==> src/rtl/alu_port_arbiter_if.sv <==
// Request/grant bundle between the ALU operand mux requesters and
// the round-robin port arbiter.
interface alu_port_arbiter_if;
    logic [3:0] req;
    logic [3:0] gnt;
    logic [1:0] sel;
    logic       sel_valid;
    logic       timeout;

    modport master (
        output req,
        input  gnt,
        input  sel,
        input  sel_valid,
        input  timeout
    );

    modport slave (
        input  req,
        output gnt,
        output sel,
        output sel_valid,
        output timeout
    );
endinterface

==> src/rtl/alu_port_arbiter.sv <==
// Round-robin owner arbiter for the ALU 4:1 operand mux.
// ARB_TIMEOUT_EN compiles in the MAX_HOLD forced-rotation timeout.
module alu_port_arbiter #(
    parameter int unsigned MAX_HOLD = 8
) (
    input  logic              clk,
    input  logic              rst_n,
    alu_port_arbiter_if.slave bus
);
    typedef enum logic {IDLE, GRANT} state_t;

    state_t     state;
    logic [1:0] last;
    logic [3:0] gnt_q;
    logic [1:0] sel_q;
    logic       vld_q;
    logic       to_q;

    logic [3:0] mask;
    logic [1:0] base;
    logic [1:0] idx;
    logic [1:0] win;
    logic       found;
    logic       own_req;

    assign own_req = bus.req[sel_q];

    // In GRANT the owner is excluded and the search starts after it.
    always_comb begin
        mask  = bus.req;
        base  = last;
        found = 1'b0;
        win   = last;
        idx   = '0;
        if (state == GRANT) begin
            mask[sel_q] = 1'b0;
            base        = sel_q;
        end
        for (int i = 1; i <= 4; i++) begin
            idx = base + 2'(i);
            if (!found && mask[idx]) begin
                found = 1'b1;
                win   = idx;
            end
        end
    end

`ifdef ARB_TIMEOUT_EN
    localparam logic [7:0] HOLD_TOP = 8'(MAX_HOLD - 1);
    logic [7:0] cnt;
`else
    localparam logic [7:0] HOLD_TOP = 8'(MAX_HOLD - 1);
    logic unused_cfg;
    assign unused_cfg = ^HOLD_TOP;
`endif

    always_ff @(posedge clk or negedge rst_n) begin
        if (!rst_n) begin
            state <= IDLE;
            last  <= 2'd3;
            gnt_q <= '0;
            sel_q <= '0;
            vld_q <= 1'b0;
            to_q  <= 1'b0;
`ifdef ARB_TIMEOUT_EN
            cnt   <= '0;
`endif
        end else begin
            to_q <= 1'b0;
            unique case (state)
                IDLE: begin
                    if (found) begin
                        state <= GRANT;
                        gnt_q <= 4'b0001 << win;
                        sel_q <= win;
                        vld_q <= 1'b1;
                        last  <= win;
`ifdef ARB_TIMEOUT_EN
                        cnt   <= '0;
`endif
                    end
                end
                GRANT: begin
                    if (!own_req) begin
                        if (found) begin
                            gnt_q <= 4'b0001 << win;
                            sel_q <= win;
                            last  <= win;
`ifdef ARB_TIMEOUT_EN
                            cnt   <= '0;
`endif
                        end else begin
                            state <= IDLE;
                            gnt_q <= '0;
                            vld_q <= 1'b0;
                        end
                    end
`ifdef ARB_TIMEOUT_EN
                    else if (cnt == HOLD_TOP && found) begin
                        gnt_q <= 4'b0001 << win;
                        sel_q <= win;
                        last  <= win;
                        cnt   <= '0;
                        to_q  <= 1'b1;
                    end else if (cnt != HOLD_TOP) begin
                        cnt <= cnt + 8'd1;
                    end
`endif
                end
                default: state <= IDLE;
            endcase
        end
    end

    assign bus.gnt       = gnt_q;
    assign bus.sel       = sel_q;
    assign bus.sel_valid = vld_q;
    assign bus.timeout   = to_q;
endmodule

==> src/flat_wrapper.sv <==
// flat-port wrapper written by rule: the top's interface ports become plain ports
module alu_port_arbiter_flat 
#(
    parameter int unsigned MAX_HOLD = 8
)
  (clk, rst_n, bus_req, bus_gnt, bus_sel, bus_sel_valid, bus_timeout);
  alu_port_arbiter_if bus_i ();
  input  logic clk;
  input  logic rst_n;
  input wire logic [$bits(bus_i.req)-1:0] bus_req;
  output wire logic [$bits(bus_i.gnt)-1:0] bus_gnt;
  output wire logic [$bits(bus_i.sel)-1:0] bus_sel;
  output wire logic [$bits(bus_i.sel_valid)-1:0] bus_sel_valid;
  output wire logic [$bits(bus_i.timeout)-1:0] bus_timeout;
  assign bus_i.req = bus_req;
  assign bus_gnt = bus_i.gnt;
  assign bus_sel = bus_i.sel;
  assign bus_sel_valid = bus_i.sel_valid;
  assign bus_timeout = bus_i.timeout;
  alu_port_arbiter #(.MAX_HOLD(MAX_HOLD)) u_core (.clk(clk), .rst_n(rst_n), .bus(bus_i));
endmodule
==> config.mk <==
export PLATFORM = sky130hd
export DESIGN_NAME = alu_port_arbiter_flat
export DESIGN_NICKNAME = d
export VERILOG_FILES = /design/src/rtl/alu_port_arbiter_if.sv /design/src/rtl/alu_port_arbiter.sv /design/src/flat_wrapper.sv
export SDC_FILE = /design/constraint.sdc
export NUM_CORES = 1
export LEC_CHECK = 0
export BUFFER_PORTS_ARGS = -buffer_cell sky130_fd_sc_hd__buf_2
export CAP_MARGIN = 20
export CORE_UTILIZATION = 45
export DETAILED_ROUTE_END_ITERATION = 10
export PLACE_DENSITY = 0.76
export SETUP_SLACK_MARGIN = 0.02
export SLEW_MARGIN = 10
export SYNTH_ARGS = -nofsm -noshare
export SYNTH_HDL_FRONTEND = slang
export SYNTH_SLANG_ARGS = --single-unit
==> constraint.sdc <==
create_clock -name clk -period 4.9 [get_ports clk]
set_input_delay 0.245 -clock clk [delete_from_list [all_inputs] [get_ports clk]]
set_output_delay 0.245 -clock clk [all_outputs]
set_load 0.02 [all_outputs]
==> results of run 1 <==
==> Yosys cell counts, drive strengths merged, types with 2 or more instances <==
| master | n | area (um2) |
|---|---|---|
| nor2 | 10 | 37.5 |
| a21oi | 8 | 43.8 |
| buf | 8 | 70.1 |
| dfrtp | 8 | 200 |
| mux2i | 8 | 83.8 |
| nand2 | 8 | 30.0 |
| mux2 | 4 | 45.0 |
| nand2b | 4 | 25.0 |
| nand3 | 4 | 20.0 |
| inv | 3 | 11.3 |
| o21ai | 3 | 15.0 |
| a211oi | 2 | 15.0 |
| a32o | 2 | 20.0 |
| dfstp | 2 | 52.6 |
| nor2b | 2 | 12.5 |
| nor3b | 2 | 15.0 |
| o22ai | 2 | 12.5 |
| or3b | 2 | 20.0 |
==> worst min-delay path by stage <==
stage / from / endpoint / slack, ns / depth (start not counted)
floorplan: rst_n / u_core.bus.gnt[0] / -0.05 / 0
global route: rst_n / u_core.bus.gnt[0] / 0.38 / 2
CTS: rst_n / u_core.bus.gnt[2] / 0.36 / 2
detailed placement: rst_n / u_core.bus.sel[1] / 0.11 / 1
global placement: rst_n / u_core.bus.gnt[2] / 0.11 / 1
finish: rst_n / u_core.bus.sel[1] / 0.37 / 2
==> registers in the layout, summed over array words and instances, names as in the netlist <==
signal / cells
u_core.last: 2
u_core.state: 1
u_core.bus.sel: 2
u_core.bus.gnt: 4
u_core.bus.sel_valid: 1
==> area by class of cell <==
cell class	instances	area, um2
fillers	176	848
multi-input cells	79	566
flip-flops and latches	10	253
repair buffers	13	70.1
well taps	25	31.3
clock buffers	3	22.5
inverters	3	11.3
==> routing by layer <==
| metal | part of all wire (%) | global-route usage (%) | vias up |
|---|---|---|---|
| li1 | - | - | 386 |
| met2 | 47 | 33.9 | 23 |
| met1 | 46 | 28.4 | 370 |
| met3 | 4.7 | 2.75 | 5 |
| met4 | 2.0 | 13.7 | 0 |
| met5 | 0 | 0 | - |
==> cell families after synthesis <==
logic type | after synthesis
other | 1
muxes | 13
DFF | 10
AOI/OAI and AO/OA | 27
and+or+nand+nor | 38
buffers and inverters | 11
==> per-stage QoR <==
step / utilization, % / setup WS (ns)
finish: 52.9 / 2.42
global route: 52.9 / 2.22
CTS: 52.9 / 2.43
detailed placement: 51.1 / 2.43
global placement: 51.1 / 2.48
floorplan: - / 2.66
==> where the power goes <==
part	internal [mW]	switching (mW)	total (mW)
Sequential	0.127	0.0647	0.191
Clock	0.0282	0.0253	0.0535
Combinational	0.217	0.244	0.461
Total	0.371	0.334	0.705
==> results.sh, run 1 <==
export IMPL_fin_tns_setup_ns=0
export IMPL_h_tree_depth=1
export IMPL_die_x_um=46.7
export IMPL_powerDensity_nw_per_um2=740
export IMPL_antennaDiodeCount=0
export IMPL_core_region_area_um2=1800
export IMPL_overflow=0
export IMPL_syn_num_nets=106
export IMPL_start_util_pct=49.9
export IMPL_ioPinCount=14
export IMPL_place_gp_congestion=0.848
export IMPL_slew_headroom_pct=58.0
export IMPL_cp_num_cells=5
export IMPL_hpwl_mm=1.48
export IMPL_slew_viol_final=0
export IMPL_num_vias=784
export IMPL_r2r_end="u_core.bus.sel[1]"
export IMPL_cp_cell_sequence="mux2_2 > mux2i_1 > nand4bb_1 > and2_1 > mux2_2"
export IMPL_worstRegToRegCells=5
export IMPL_netlist_area_um2=900
export IMPL_cts_tree="done"
export IMPL_rrSetupSlack_ns=2.42
export IMPL_synthMuxAreaShare_pct=16.8
export IMPL_fin_cells=133
export IMPL_cap_violations=0
export IMPL_total_power_mw=0.705
export IMPL_rsz0062_at_grt="no"
export IMPL_cts_clk_slew_worst_paths_ns=0.06
export IMPL_cts_inserted_buffers=3
export IMPL_cp_arrival_ns=2.63
export IMPL_synth_top_family_by_area="simple AND/OR/NAND/NOR gates"
export IMPL_hold_viol_final=0
export IMPL_hold_ws_ns=0.368
export IMPL_fin_area_um2=953
export IMPL_routedWlPerCell_um=15.0
export IMPL_drt_iter0_drc=13
export IMPL_yosys_register_bits=10
export IMPL_synth_edf_count=0
export IMPL_wl_mm=2.00
export IMPL_ys_seq_area_share_pct=28.1
export IMPL_start_kind="flop"
export IMPL_clk_insertion_delay_late_ns=0.26
export IMPL_setup_viol=0
export IMPL_vias_per_cell=5.89
export IMPL_cts_root_buf="clkbuf_4"
export IMPL_areaGrowthSynthToFinish_pct=5.98
export IMPL_postCtsSetupBuffers=0
export IMPL_crit_buf_inv=0
export IMPL_worst_path_max_delay_cell="dfrtp_1"
export IMPL_place_inst=129
export IMPL_grt_usage_pct=21.7
export IMPL_ctsResizeCount=0
export IMPL_startpoint="u_core.state"
export IMPL_cts_max_path_buffers=2
export IMPL_grt_max_degree=22
export IMPL_r2r_start="u_core.state"
export IMPL_cpMostUsedCell="mux2_2"
export IMPL_mostFrequentLayoutCells="buf_2 (12), nor2_1 (10), nand2_1 (8), dfrtp_1 (8)"
export IMPL_synthCells=100
export IMPL_ir_drop_mv=0.390
export IMPL_antenna_found_initial=0
export IMPL_finClkSkew_ns=0.00142
export IMPL_synth_xor_area_share_pct=0
export IMPL_crit_path_max_fanout=21
export IMPL_cts_sinks=10
export IMPL_port_buffer_count=12
export IMPL_first_pass_iters=4
export IMPL_status="complete, no violations"
export IMPL_final_antenna_net_count=0
export IMPL_final_period_utilization_pct=50.6
export IMPL_final_common_cell="buf_2"
export IMPL_end_kind="flop"
export IMPL_hold_buffers=1
export IMPL_min_period_ns=2.48
export IMPL_placed_cell_area_um2=921
export IMPL_ys_warn_count=0
export IMPL_drive_gt1_share_pct=25.9
export IMPL_hold_class="primary input to async pin"
export IMPL_synth_cell_types=42
export IMPL_synth_main_ff_cell="dfrtp_1"
export IMPL_crit_type="flop to flop"
export IMPL_leakage_nw=0.445
export IMPL_async_flop_share_pct=100
export IMPL_synthAdderAreaFrac_pct=0
export IMPL_nets=116
export IMPL_die_height_um=46.7
export IMPL_endpoint="u_core.bus.sel[1]"
export IMPL_path_delay_family="multiplexers"
export IMPL_cp_required_ns=5.05
export IMPL_dieArea_um2=2180
export IMPL_yosys_area_share_simple_pct=23.4
export IMPL_worst_slew_pin_slew_ns=0.631
export IMPL_grt_pass1_wl_mm=3.33
export IMPL_drc_errors=0
export IMPL_fmax_mhz=403
export IMPL_synth_compound_area_share_pct=22.3
export IMPL_postSynthAreaPerCell_um2=9.00
export IMPL_grt_pass1_vias=787
export IMPL_slowest_delay_ns=0.74
export IMPL_placementRows=15
Power figures use the tool's default switching activity.
==> inputs of run 2 (changes only) <==
--- a/config.mk
+++ b/config.mk
@@ -5,6 +5,7 @@
 export SDC_FILE = /design/constraint.sdc
 export NUM_CORES = 1
 export LEC_CHECK = 0
+export ABC_AREA = 1
 export BUFFER_PORTS_ARGS = -buffer_cell sky130_fd_sc_hd__buf_2
 export CAP_MARGIN = 20
 export CORE_UTILIZATION = 45
==> constraint.sdc (replaced) <==
create_clock -name clk -period 2.45 [get_ports clk]
set_input_delay 0.1225 -clock clk [delete_from_list [all_inputs] [get_ports clk]]
set_output_delay 0.1225 -clock clk [all_outputs]
set_load 0.02 [all_outputs]
==> results.sh, run 2 <==
export IMPL_endpoint="u_core.bus.sel[1]"
export IMPL_grt_pass1_wl_mm=3.09
export IMPL_first_pass_iters=4
export IMPL_drc_errors=0
export IMPL_pre_cts_ws_ns=0.327
export IMPL_worstRegToRegCells=13
export IMPL_largest_reg_flops=4
export IMPL_synth_largest_area_cell="nand2_1"
export IMPL_start_util_pct=48.0
export IMPL_yosys_register_bits=10
export IMPL_finClkSkew_ns=0.00844
export IMPL_ys_seq_area_share_pct=30.1
export IMPL_crit_path_max_fanout=11
export IMPL_grt_pass1_vias=786
export IMPL_port_buffer_count=12
export IMPL_overflow=0
export IMPL_placementRows=15
export IMPL_h_tree_depth=1
export IMPL_final_period_utilization_pct=87.5
export IMPL_cts_max_path_buffers=2
export IMPL_yosysTopAreaCellShare_pct=29.6
export IMPL_worst_path_max_delay_cell="dfrtp_1"
export IMPL_final_common_cell="nand2_1"
export IMPL_nets=155
export IMPL_path_delay_family="simple AND/OR/NAND/NOR gates"
export IMPL_antenna_found_initial=0
export IMPL_core_region_area_um2=1750
export IMPL_cts_inserted_buffers=3
export IMPL_synth_common_cells="nand2_1 (66), nand3_1 (18), dfrtp_1 (8)"
export IMPL_min_period_ns=2.14
export IMPL_end_kind="flop"
export IMPL_ys_top_cells_by_area="nand2_1 (30%), dfrtp_1 (24%), nand3_1 (11%)"
export IMPL_antennaDiodeCount=0
export IMPL_cp_num_cells=13
export IMPL_slew_viol_final=0
export IMPL_fillCellCount=168
export IMPL_drt_iter0_drc=20
export IMPL_cts_clk_slew_worst_paths_ns=0.06
export IMPL_dieArea_um2=2040
export IMPL_ys_warn_count=0
export IMPL_cts_sinks=10
export IMPL_crit_type="flop to flop"
export IMPL_r2r_end="u_core.bus.sel[1]"
export IMPL_final_antenna_net_count=0
export IMPL_slowest_delay_ns=0.61
export IMPL_netlist_area_um2=838
export IMPL_grt_usage_pct=21.1
export IMPL_clk_insertion_delay_late_ns=0.27
export IMPL_routedWlPerCell_um=10.3
export IMPL_cap_violations=0
export IMPL_synth_edf_count=0
export IMPL_postSynthAreaPerCell_um2=6.30
export IMPL_r2r_start="u_core.state"
export IMPL_synthCells=133
export IMPL_die_height_um=45.2
export IMPL_postCtsSetupBuffers=0
export IMPL_grt_max_degree=12
export IMPL_num_vias=857
export IMPL_drive_gt1_share_pct=23.1
export IMPL_setup_viol=0
export IMPL_start_kind="flop"
export IMPL_syn_num_nets=139
export IMPL_startpoint="u_core.state"
export IMPL_crit_buf_inv=3
export IMPL_cts_root_buf="clkbuf_4"
export IMPL_areaGrowthSynthToFinish_pct=12.5
export IMPL_status="complete, no violations"
export IMPL_setup_slack_ns=0.306
export IMPL_yosysMostFrequentCell="nand2_1"
export IMPL_cp_cell_sequence="inv_1 > nand2_2 > nand2_4 > inv_4 > nand2_1 > nand2_2 > nand2_1 > nand2_1 > nand3_2 > o21ai_4 > inv_2 > nand2_1 > o21ai_1"
export IMPL_hold_viol_final=0
export IMPL_cts_tree="done"
export IMPL_hold_buffers=1
export IMPL_cp_required_ns=2.60
export IMPL_wl_mm=1.77
export IMPL_cpMostUsedCell="nand2_1"
export IMPL_synth_main_ff_cell="dfrtp_1"
export IMPL_rrSetupSlack_ns=0.31
export IMPL_async_flop_share_pct=100
export IMPL_hpwl_mm=1.43
export IMPL_vias_per_cell=4.98
export IMPL_mostFrequentLayoutCells="nand2_1 (66), nand3_1 (18), buf_2 (12), dfrtp_1 (8), inv_1 (7)"
export IMPL_synth_cell_types=20
export IMPL_ctsResizeCount=0
export IMPL_ioPinCount=14
export IMPL_cp_arrival_ns=2.29
export IMPL_die_x_um=45.2
export IMPL_utilization_pct=54.1
export IMPL_fmax_mhz=466
export IMPL_hold_class="primary input to async pin"
export IMPL_rsz0062_at_grt="no"
export IMPL_fin_tns_setup_ns=0
export IMPL_multi_input_area_um2=523
export IMPL_place_gp_congestion=0.961
export IMPL_seqCellArea_um2=253
## run 2: changes by cell type after synthesis, moves of 4 or more
cell / before / now
a21oi_1: 7 / 1
nand2_2: 0 / 6
nor2_1: 10 / 3
nand2b_1: 4 / 0
nand2_1: 8 / 66
mux2_2: 4 / 0
inv_1: 3 / 7
nand3_1: 4 / 18
mux2i_1: 7 / 0
## run 2: worst min path at each step
stage                     start                 to  slack [ns]  depth (start not counted)
after floorplan           rst_n  u_core.bus.gnt[0]       -0.17                          0
after global placement    rst_n  u_core.bus.gnt[3]       -0.01                          1
after detailed placement  rst_n  u_core.bus.gnt[1]       -0.01                          1
after CTS                 rst_n  u_core.bus.gnt[3]        0.23                          2
after global routing      rst_n  u_core.bus.gnt[0]        0.25                          2
final                     rst_n  u_core.bus.gnt[0]        0.23                          2
## run 2: per-layer routing
layer	up-vias	share of wire, %	global-route usage (%)
met4	0	2.3	17.0
li1	450	-	-
met1	377	45	25.9
met2	25	49	32.8
met5	-	0	0
met3	5	3.6	2.80
## run 2: worst reg2reg max path: cells and delay by family (launching register included)
family	cells	cell delay, ns
AO/OA/AOI/OAI	2	0.30
buffers and inverters	3	0.35
flip-flops	1	0.61
AND/OR/NAND/NOR	8	0.75
## run 2: cells by family (layout without fill, tap and decap cells)
| family | count (synthesis) | after routing | share of synthesized area (%) |
|---|---|---|---|
| AND/OR/NAND/NOR | 99 | 99 | 52.8 |
| buffers and inverters | 13 | 27 | 7.46 |
| AO/OA/AOI/OAI | 10 | 10 | 9.10 |
| flip-flops | 10 | 10 | 30.1 |
| other | 1 | 1 | 0.447 |
## run 2: layout make-up
class / instances / area share [%]
sequential: 10 / 26.8
inverter: 11 / 4.64
clock buffer: 3 / 2.39
multi-input combinational: 110 / 55.4
timing repair buffer: 13 / 7.43
tap: 25 / 3.32
## run 2: stage by stage
stage / instance area (um2) / hold slack, ns / instances
after detailed placement: 911 / -0.0119 / 168
after global routing: 943 / 0.249 / 172
after CTS: 943 / 0.232 / 172
after global placement: 911 / -0.0144 / 168
final: 943 / 0.235 / 172
after floorplan: 838 / -0.173 / 133
Power of run 2 is not shown: default switching activity piles up to over one toggle a cycle in this logic, so the estimate is an artifact.
==> inputs of run 3 (changes only) <==
--- a/config.mk
+++ b/config.mk
@@ -5,7 +5,7 @@
 export SDC_FILE = /design/constraint.sdc
 export NUM_CORES = 1
 export LEC_CHECK = 0
-export ABC_AREA = 1
+export ABC_AREA = 0
 export BUFFER_PORTS_ARGS = -buffer_cell sky130_fd_sc_hd__buf_2
 export CAP_MARGIN = 20
 export CORE_UTILIZATION = 45
==> results.sh, run 3 (synthesis results as in run 1) <==
export IMPL_status="complete, no violations"
export IMPL_core_region_area_um2=1800
export IMPL_cts_tree="done"
export IMPL_rrSetupSlack_ns=0.16
export IMPL_h_tree_depth=1
export IMPL_final_antenna_net_count=0
export IMPL_cpMostUsedCell="mux2_2"
export IMPL_start_kind="flop"
export IMPL_vias_per_cell=5.83
export IMPL_fillCellCount=169
export IMPL_drt_iter0_drc=17
export IMPL_antenna_found_initial=0
export IMPL_fmax_mhz=437
export IMPL_slowest_delay_ns=0.53
export IMPL_postCtsSetupBuffers=0
export IMPL_overflow=0
export IMPL_end_kind="flop"
export IMPL_slew_headroom_pct=61.9
export IMPL_cts_inserted_buffers=3
export IMPL_cp_required_ns=2.60
export IMPL_cp_cell_sequence="mux2_2 > mux2i_1 > nand4bb_1 > and2_1 > mux2_2"
export IMPL_cts_sinks=10
export IMPL_placementRows=15
export IMPL_slew_viol_final=0
export IMPL_crit_path_max_fanout=17
export IMPL_cts_root_buf="clkbuf_4"
export IMPL_start_util_pct=49.9
export IMPL_routedWlPerCell_um=14.2
export IMPL_die_height_um=46.7
export IMPL_hpwl_mm=1.50
export IMPL_drc_errors=0
export IMPL_grt_usage_pct=19.2
export IMPL_cap_violations=0
export IMPL_clk_insertion_delay_late_ns=0.26
export IMPL_grt_pass1_vias=727
export IMPL_grt_pass1_wl_mm=3.06
export IMPL_cp_arrival_ns=2.44
export IMPL_drive_gt1_share_pct=30.7
export IMPL_final_period_utilization_pct=93.3
export IMPL_hold_class="primary input to async pin"
export IMPL_antennaDiodeCount=0
export IMPL_nets=121
export IMPL_seqCellArea_um2=254
export IMPL_mostFrequentLayoutCells="buf_2 (12), nor2_1 (10), nand2_1 (8)"
export IMPL_min_period_ns=2.29
export IMPL_powerDensity_nw_per_um2=1500
export IMPL_crit_type="flop to flop"
export IMPL_hold_viol_final=0
export IMPL_ir_drop_mv=0.809
export IMPL_ioPinCount=14
export IMPL_wl_mm=1.97
export IMPL_port_buffer_count=12
export IMPL_worst_slew_pin_slew_ns=0.563
export IMPL_final_common_cell="buf_2"
export IMPL_worst_path_max_delay_cell="dfrtp_2"
export IMPL_num_vias=810
export IMPL_grt_max_degree=18
export IMPL_dieArea_um2=2180
export IMPL_fin_tns_setup_ns=0
export IMPL_total_power_mw=1.51
export IMPL_areaGrowthSynthToFinish_pct=11.8
export IMPL_multi_input_area_um2=566
export IMPL_cts_clk_slew_worst_paths_ns=0.07
export IMPL_rsz0062_at_grt="no"
export IMPL_leakage_nw=0.474
export IMPL_setup_viol=0
export IMPL_largest_reg_flops=4
export IMPL_first_pass_iters=4
export IMPL_die_x_um=46.7
export IMPL_finClkSkew_ns=0.00949
export IMPL_cts_max_path_buffers=2
export IMPL_place_gp_congestion=0.881
## run 3: through the flow
step | hold slack, ns | area, um2 | util (%) | worst slack (ns) | cells
after floorplan | -0.173 | 900 | - | 0.213 | 100
after global placement | -0.0160 | 958 | 53.2 | 0.153 | 134
after detailed placement | -0.00941 | 958 | 53.2 | 0.0718 | 134
after CTS | 0.237 | 1000 | 55.8 | 0.0584 | 139
after global routing | 0.247 | 1010 | 55.8 | 0.0963 | 139
final | 0.241 | 1010 | 55.8 | 0.163 | 139
## run 3: layout make-up
class,instances,area share [%]
Tap cell,25,3.11
Inverter,3,1.12
Timing Repair Buffer,18,10.7
Clock buffer,4,3.61
Multi-Input combinational cell,79,56.2
Sequential cell,10,25.2
## run 3: report_power, final
group          switching [mW]  leakage, nW  internal [mW]
Combinational           0.528        0.336          0.480
Sequential             0.0997        0.118          0.254
Clock                  0.0553       0.0210         0.0901
Total                   0.683        0.474          0.824
## run 3: metal layers
| metal | GRT usage [%] | vias up | wire length [um] | share of wire (%) |
|---|---|---|---|---|
| met5 | 0 | - | 0 | 0 |
| met4 | 5.14 | 0 | 0 | 0 |
| met3 | 6.27 | 0 | 126 | 6.4 |
| met2 | 31.7 | 25 | 956 | 48 |
| met1 | 24.2 | 388 | 890 | 45 |
| li1 | - | 397 | - | - |
## run 3: final timing paths
path                                     endpoint              start  cells past startpoint
max in group asynchronous          u_core.last[0]              rst_n                      2
min in group clk                u_core.bus.gnt[3]  u_core.bus.gnt[3]                      1
worst max register to register  u_core.bus.sel[1]       u_core.state                      5
worst max-delay path            u_core.bus.sel[1]       u_core.state                      5
worst min register to register  u_core.bus.gnt[3]  u_core.bus.gnt[3]                      1
worst min-delay path            u_core.bus.sel[1]              rst_n                      2
## run 3: what timing repair did
item	in CTS	in global routing
hold buffers	1	0
resized for setup	0	1
endpoints found under the hold margin	10	0
setup endpoints to repair	0	6
## run 3: critical path, delay by kind of cell, from the launching register on
family           cells  cell delay, ns
AND/OR/NAND/NOR      2            0.59
multiplexers         3            1.05
flip-flops           1            0.53
